===== config.mk =====
export PLATFORM = sky130hd
export DESIGN_NAME = multu_hilo
export DESIGN_NICKNAME = d
export VERILOG_FILES = /design/src/rtl/multu_hilo.sv
export SDC_FILE = /design/constraint.sdc
export NUM_CORES = 1
export LEC_CHECK = 0
export BUFFER_PORTS_ARGS = -buffer_cell sky130_fd_sc_hd__buf_4
export CAP_MARGIN = 10
export CORE_ASPECT_RATIO = 0.8
export CORE_UTILIZATION = 55
export CTS_BUF_LIST = sky130_fd_sc_hd__clkbuf_16
export CTS_CLUSTER_SIZE = 14
export DETAILED_ROUTE_END_ITERATION = 8
export PLACE_DENSITY_LB_ADDON = 0.15
export SYNTH_ARGS = -nofsm -noshare
export SYNTH_HDL_FRONTEND = slang
export SYNTH_SLANG_ARGS = --single-unit

===== constraint.sdc =====
create_clock -name clk -period 9.31 [get_ports clk]
set_input_delay 1.3965 -clock clk [delete_from_list [all_inputs] [get_ports clk]]
set_output_delay 1.3965 -clock clk [all_outputs]
set_load 0.02 [all_outputs]

===== src/rtl/multu_hilo.sv =====
// Sequential 32x32 unsigned shift-add multiplier with HI/LO result registers.
// One iteration per clock; the product is committed to HI/LO only on an open request.
module multu_hilo #(
  parameter int         WIDTH        = 32,
  parameter logic [5:0] OP_MULTU     = 6'd25,
  parameter logic [5:0] OP_OPEN_HILO = 6'd63
) (
  input  logic             clk,
  input  logic             rst_n,
  input  logic [WIDTH-1:0] dataA,
  input  logic [WIDTH-1:0] dataB,
  input  logic [5:0]       SignaltoMULTU,
  input  logic [1:0]       SelHilo,
  output logic             busy,
  output logic             done,
  output logic [WIDTH-1:0] dataOut
);

  localparam int CW = $clog2(WIDTH) + 1;

  typedef enum logic [1:0] {S_IDLE, S_RUN, S_DONE} state_t;

  state_t               state_q, state_d;
  logic [WIDTH-1:0]     hi_q, hi_d, lo_q, lo_d;
  logic [2*WIDTH-1:0]   prod_q, prod_d, mcand_q, mcand_d;
  logic [WIDTH-1:0]     mplier_q, mplier_d;
  logic [CW-1:0]        count_q, count_d;
  logic                 pending_q, pending_d;
  logic                 done_q, done_d;

  always_comb begin
    state_d   = state_q;
    hi_d      = hi_q;
    lo_d      = lo_q;
    prod_d    = prod_q;
    mcand_d   = mcand_q;
    mplier_d  = mplier_q;
    count_d   = count_q;
    pending_d = pending_q;
    done_d    = 1'b0;
    case (state_q)
      S_IDLE: begin
        if (SignaltoMULTU == OP_MULTU) begin
          mcand_d   = {{WIDTH{1'b0}}, dataA};
          mplier_d  = dataB;
          prod_d    = '0;
          count_d   = '0;
          pending_d = 1'b0;
          state_d   = S_RUN;
        end
      end
      S_RUN: begin
        if (mplier_q[0]) prod_d = prod_q + mcand_q;
        mcand_d  = mcand_q << 1;
        mplier_d = mplier_q >> 1;
        count_d  = count_q + 1'b1;
        // An early open is remembered so the commit follows the last iteration directly.
        if (SignaltoMULTU == OP_OPEN_HILO) pending_d = 1'b1;
        if (count_q == CW'(WIDTH - 1)) state_d = S_DONE;
      end
      S_DONE: begin
        if (pending_q || (SignaltoMULTU == OP_OPEN_HILO)) begin
          hi_d      = prod_q[2*WIDTH-1:WIDTH];
          lo_d      = prod_q[WIDTH-1:0];
          pending_d = 1'b0;
          done_d    = 1'b1;
          state_d   = S_IDLE;
        end
      end
      default: state_d = S_IDLE;
    endcase
  end

  always_ff @(posedge clk or negedge rst_n) begin
    if (!rst_n) begin
      state_q   <= S_IDLE;
      hi_q      <= '0;
      lo_q      <= '0;
      prod_q    <= '0;
      mcand_q   <= '0;
      mplier_q  <= '0;
      count_q   <= '0;
      pending_q <= 1'b0;
      done_q    <= 1'b0;
    end else begin
      state_q   <= state_d;
      hi_q      <= hi_d;
      lo_q      <= lo_d;
      prod_q    <= prod_d;
      mcand_q   <= mcand_d;
      mplier_q  <= mplier_d;
      count_q   <= count_d;
      pending_q <= pending_d;
      done_q    <= done_d;
    end
  end

  assign busy = (state_q == S_RUN);
  assign done = done_q;

  always_comb begin
    dataOut = '0;
    case (SelHilo)
      2'b01:   dataOut = hi_q;
      2'b10:   dataOut = lo_q;
      default: dataOut = '0;
    endcase
  end

endmodule


Word level (Yosys, flattened, before mapping):

Index checks and enable logic that the tools add are counted.
Widths: inputs -> output; s select.

* output and inout port bits: 34
* logic and storage cells: 52
* input bits: 74
* register bits: 234

* add/subtract/negate cells: 2
* reduce and logical (&&, ||, !) cells: 9
* multiplexer cells: 20
* equality and inequality tests: 12

Operators with widths (count)
* $pmux 64 s2: 2
* $mux 64: 3
* $pmux 32 s2: 2
* $add 64x64->64: 1
* $mux 32: 1
* $eq 6x5->1 const B: 2
* $pmux 6 s2: 1
* $add 6x1->6 const B: 1
* $eq 6x6->1 const B: 1
* $mux 2: 3
* $mux 6: 1
* $ne 2x1->1 const B: 3
* $pmux 2 s3: 1
* $reduce_and 3->1: 2
* $mux 1: 5
* $eq 2x1->1 const B: 2
* $eq 2x2->1 const B: 2
* $ne 2x2->1 const B: 2
* $reduce_and 2->1: 2
* $reduce_and 4->1: 1
* $pmux 1 s3: 1
* $reduce_bool 3->1: 1
* $logic_not 2->1: 1
* $reduce_bool 2->1: 1
* $logic_or 1x1->1: 1

Depth between registers and ports, before layout:

* depth in word-level cells: 4
* mapped depth: 14
* gate-level depth less buffers: 14

Worst setup path before layout:

Ideal clock, no wire load.

* kind: in2out
* from: in SelHilo[0]
* to: out dataOut[0]
* setup slack: 5.574 ns
* stages on the path: 5
* arrival: 2.340 ns
* required time: 7.914 ns
* path through: inv_1 -> ha_1 -> clkbuf_1 -> a22oi_1 -> nor2_1

* cells in the longest elaborated chain, start to end: 2
* elaborated cells on any way between the ends: 3
* classes of those cells: eq/ne: 2; mux: 1

RTL lines
* start, declared: line 13 `input logic [1:0] SelHilo,`
* $eq 2x2->1 / $eq 2x1->1 (equally long branches): line 103 `case (SelHilo)`
* $pmux 32 s2 *: line 103
* end, declared: line 16 `output logic [WIDTH-1:0] dataOut`

Every way passes the cells marked *; elsewhere a longest branch is shown, timed or not.

Worst setup path in the final report:

* from: in SelHilo[1]
* to: out dataOut[19]

The elaborated chain is that of the path after synthesis.

==> impl_results.md <==
* Reg2Reg Depth at 14
* Final Power at 5.284 mW
* Die width at 174.8 um
* Max-Cap Viols at 0
* Net count, final at 1609
* CTS resizes at 0
* Core Region at 23400 um^2
* Worst hold path type: register to register
* Syn-to-layout area delta at 13.47%
* Clk sinks at 234
* Clock slew at reported path FFs at 0.06 ns
* CTS Buffer Depth at 3
* WP buf/inv at 3
* Slowest cell on crit path: ha_1
* Critical path's most frequent cell: buf_4
* Final Slew Violations at 0
* Slew @ Worst Pin at 1.299 ns
* Crit-path max cell delay at 1.01 ns
* Levels on crit path at 6
* Antenna-violating nets left at 0
* Die Y at 140.3 um
* Fin crit share at 48.79%
* Count of state elements after synthesis at 234
* Finish-stage setup viols at 0
* Worst Skew at 0.01057 ns
* Area post-placement at 14140 um^2
* Crit-path max FO at 32
* Largest net degree at the start of global routing at 98
* Peak supply drop at 0.2227 mV
* Buffers on Ports at 107
* Arr. time, crit path at 3.15 ns
* Commonest cells after routing, fill and taps aside: nand2_1 (242), dfrtp_1 (234), nor2_1 (132)
* Fin Hold WS at 0.5021 ns
* Cell breakdown of the critical path: buf_4 > inv_1 > ha_1 > a22oi_1 > nor2_1 > buf_4
* Slew headroom at 13.40%
* Sequential share of the synthesized area at 44.55%
* Top cell type's share of synthesized area at 44.55%
* Min Tclk post-route at 4.543 ns
* Distinct cells, synth at 74
* Root cell of the clock tree: clkbuf_16
* All-layer global routing usage at 27.44%
* Endpoints failing hold at 0
* First-pass iteration count of the detailed router at 5
* Drt drc at 0
* Final WL at 33580 um
* Number of flops mapped to enable cells by yosys at 0
* Final instance area at 14910 um^2
* Max Fclk at 220.1 MHz
* Fillers at 1979
* # IOs at 108
* Vias in the first global route at 10100
* CP startpoint kind: input pin
* Async S/R FF share, synth at 100.0%
* Outcome: complete, no violations
* H-Tree Depth at 1
* Initial antenna violation count at 1
* Reg2reg end: prod_q[60]
* R2R setup slack at 5.52 ns
* Crit path max-delay family: adder cells
* Worst Setup SP: SelHilo[1]
* Worst path required time at 7.91 ns
* Ant diodes at 0
* WL/cell at 18.69 um
* First-pass GRT wire length at 54390 um
* Main synth FF type: dfrtp_1
* Setup TNS Final at 0 ns
* CTS tree: built
* Ys Warns at 0
* Most common cell after layout, fill and taps aside: nand2_1
* Routed vias/inst at 6.059
* Cell Area, Synth at 13140 um^2
* Worst skew pair latency at 0.52 ns
* CTS hold repair buffers at 0
* Syn Inst Count at 1406
* Worst Setup EP: dataOut[19]
* Initial detailed-routing violation count at 918
* Endpoint class of the critical path: primary output
* Mapped Nets at 1547
* Layout cells sized above 1 at 16.70%
* Pwr/cell area at 354.3 nW/um^2
* Unrepaired setup endpoints after global routing: false
* Starting density of the core at 56.18%
* DPL Wire Length at 23250 um
* GRT overflow at 0
* # Post-CTS Setup Buffers at 0
* Die area at 24520 um^2
* Final GP Congestion at 0.9135
* Via Count at 10890
* Worst Setup Path Type: input pin to primary output
* Rows at 50
* CTS Buf Count at 24
* Area leader, netlist: dfrtp_1
* Leak pwr at 7.002 nW
* Worst r2r src: mcand_q[0]
* Syn Area/Cell at 9.348 um^2
* Synth area leaders: dfrtp_1 (45%), nand2_1 (7.0%), ha_1 (6.3%), mux2_2 (5.5%), nor2_1 (3.8%)
## worst min-delay path by stage
stage / from / end / cells past startpoint / slack [ns]
2_1_floorplan: mplier_q[31] / mplier_q[31] / 1 / 0.47
3_3_place_gp: mplier_q[31] / mplier_q[31] / 1 / 0.48
3_5_place_dp: mplier_q[31] / mplier_q[31] / 1 / 0.49
4_1_cts: mplier_q[31] / mplier_q[31] / 1 / 0.51
5_1_grt: mplier_q[31] / mplier_q[31] / 1 / 0.52
6_report: mplier_q[31] / mplier_q[31] / 1 / 0.50
## sequential cells by signal (all words and copies together) (netlist names)
| name | cells |
|---|---|
| mcand_q | 64 |
| prod_q | 64 |
| hi_q | 32 |
| lo_q | 32 |
| mplier_q | 32 |
| count_q | 6 |
| state_q | 2 |
| done | 1 |
| pending_q | 1 |
## cell type report
type,instances,area [um^2],share of cell area (%)
Multi-Input combinational cell,1070,6934,46.49
Sequential cell,234,5856,39.26
Timing Repair Buffer,119,933.4,6.258
Clock buffer,25,625.6,4.195
Tap cell,312,390.4,2.617
Clock inverter,18,103.9,0.6963
Inverter,19,71.32,0.4782
## metal layers
| layer | part of all wire, % | global-route usage, % | wire length [um] | vias up |
|---|---|---|---|---|
| met5 | 0 | 0 | 0 | - |
| met4 | 1.7 | 6.041 | 585 | 0 |
| met3 | 5.9 | 3.583 | 1978 | 42 |
| met2 | 43 | 39.37 | 14500 | 358 |
| met1 | 49 | 43.76 | 16520 | 5303 |
| li1 | - | - | - | 5185 |
## worst reg2reg max path, stage by stage, from the launching register on
cell      delay, ns
dfrtp_1        0.38
ha_1           0.22
inv_1          0.07
fa_1           0.38
and2b_4        0.28
o211ai_2       0.11
a31oi_4        0.24
a41oi_4        0.21
o31ai_1        0.62
a21o_1         0.25
a31o_2         0.22
a211oi_4       0.10
o31ai_1        0.28
mux2i_1        0.23
nand3_1        0.09
## kinds of logic (layout without fill, tap and decap cells)
kind of cell / count (synthesis) / in the layout / share of synthesized area [%]
mux: 65 / 65 / 5.559
fa+ha+maj: 67 / 67 / 6.435
flops: 234 / 234 / 44.55
buf+inv: 102 / 181 / 2.951
simple gates: 464 / 464 / 14.79
compound gates: 417 / 417 / 21.91
xor+xnor: 57 / 57 / 3.798
## where the power goes
group          leakage, nW  total (mW)  internal (mW)  switching [mW]
clock network        0.385       0.909          0.510           0.399
registers             2.99        1.62           1.34           0.284
logic                 3.63        2.75           1.04            1.72
## metrics by stage
stage / setup WS [ns] / cells / util [%]
after floorplan: 5.574 / 1406 / -
after global placement: 4.804 / 1752 / 60.42
after detailed placement: 4.743 / 1752 / 60.42
after CTS: 4.742 / 1795 / 63.54
after global routing: 4.652 / 1797 / 63.74
final: 4.767 / 1797 / 63.74
## cells in the mapped netlist (all sizes together) (2+ instances only)
library cell and number:
a211o 2, a211oi 11, a21boi 2, a21o 31, a21oi 82, a22o 36
a22oi 32, a311o 2, a311oi 2, a31o 4, a31oi 68, a41o 2
a41oi 4, and2 5, and3 8, buf 10, clkbuf 73, dfrtp 234
ha 66, inv 19, mux2 64, nand2 245, nand2b 8, nand3 15
nand4 17, nor2 133, nor2b 8, nor3 10, nor3b 4, o211ai 6
o21a 6, o21ai 80, o21bai 9, o22ai 19, o31ai 8, o41ai 3
or3 4, or4 2, xnor2 29, xor2 28
Power figures use the tool's default switching activity.
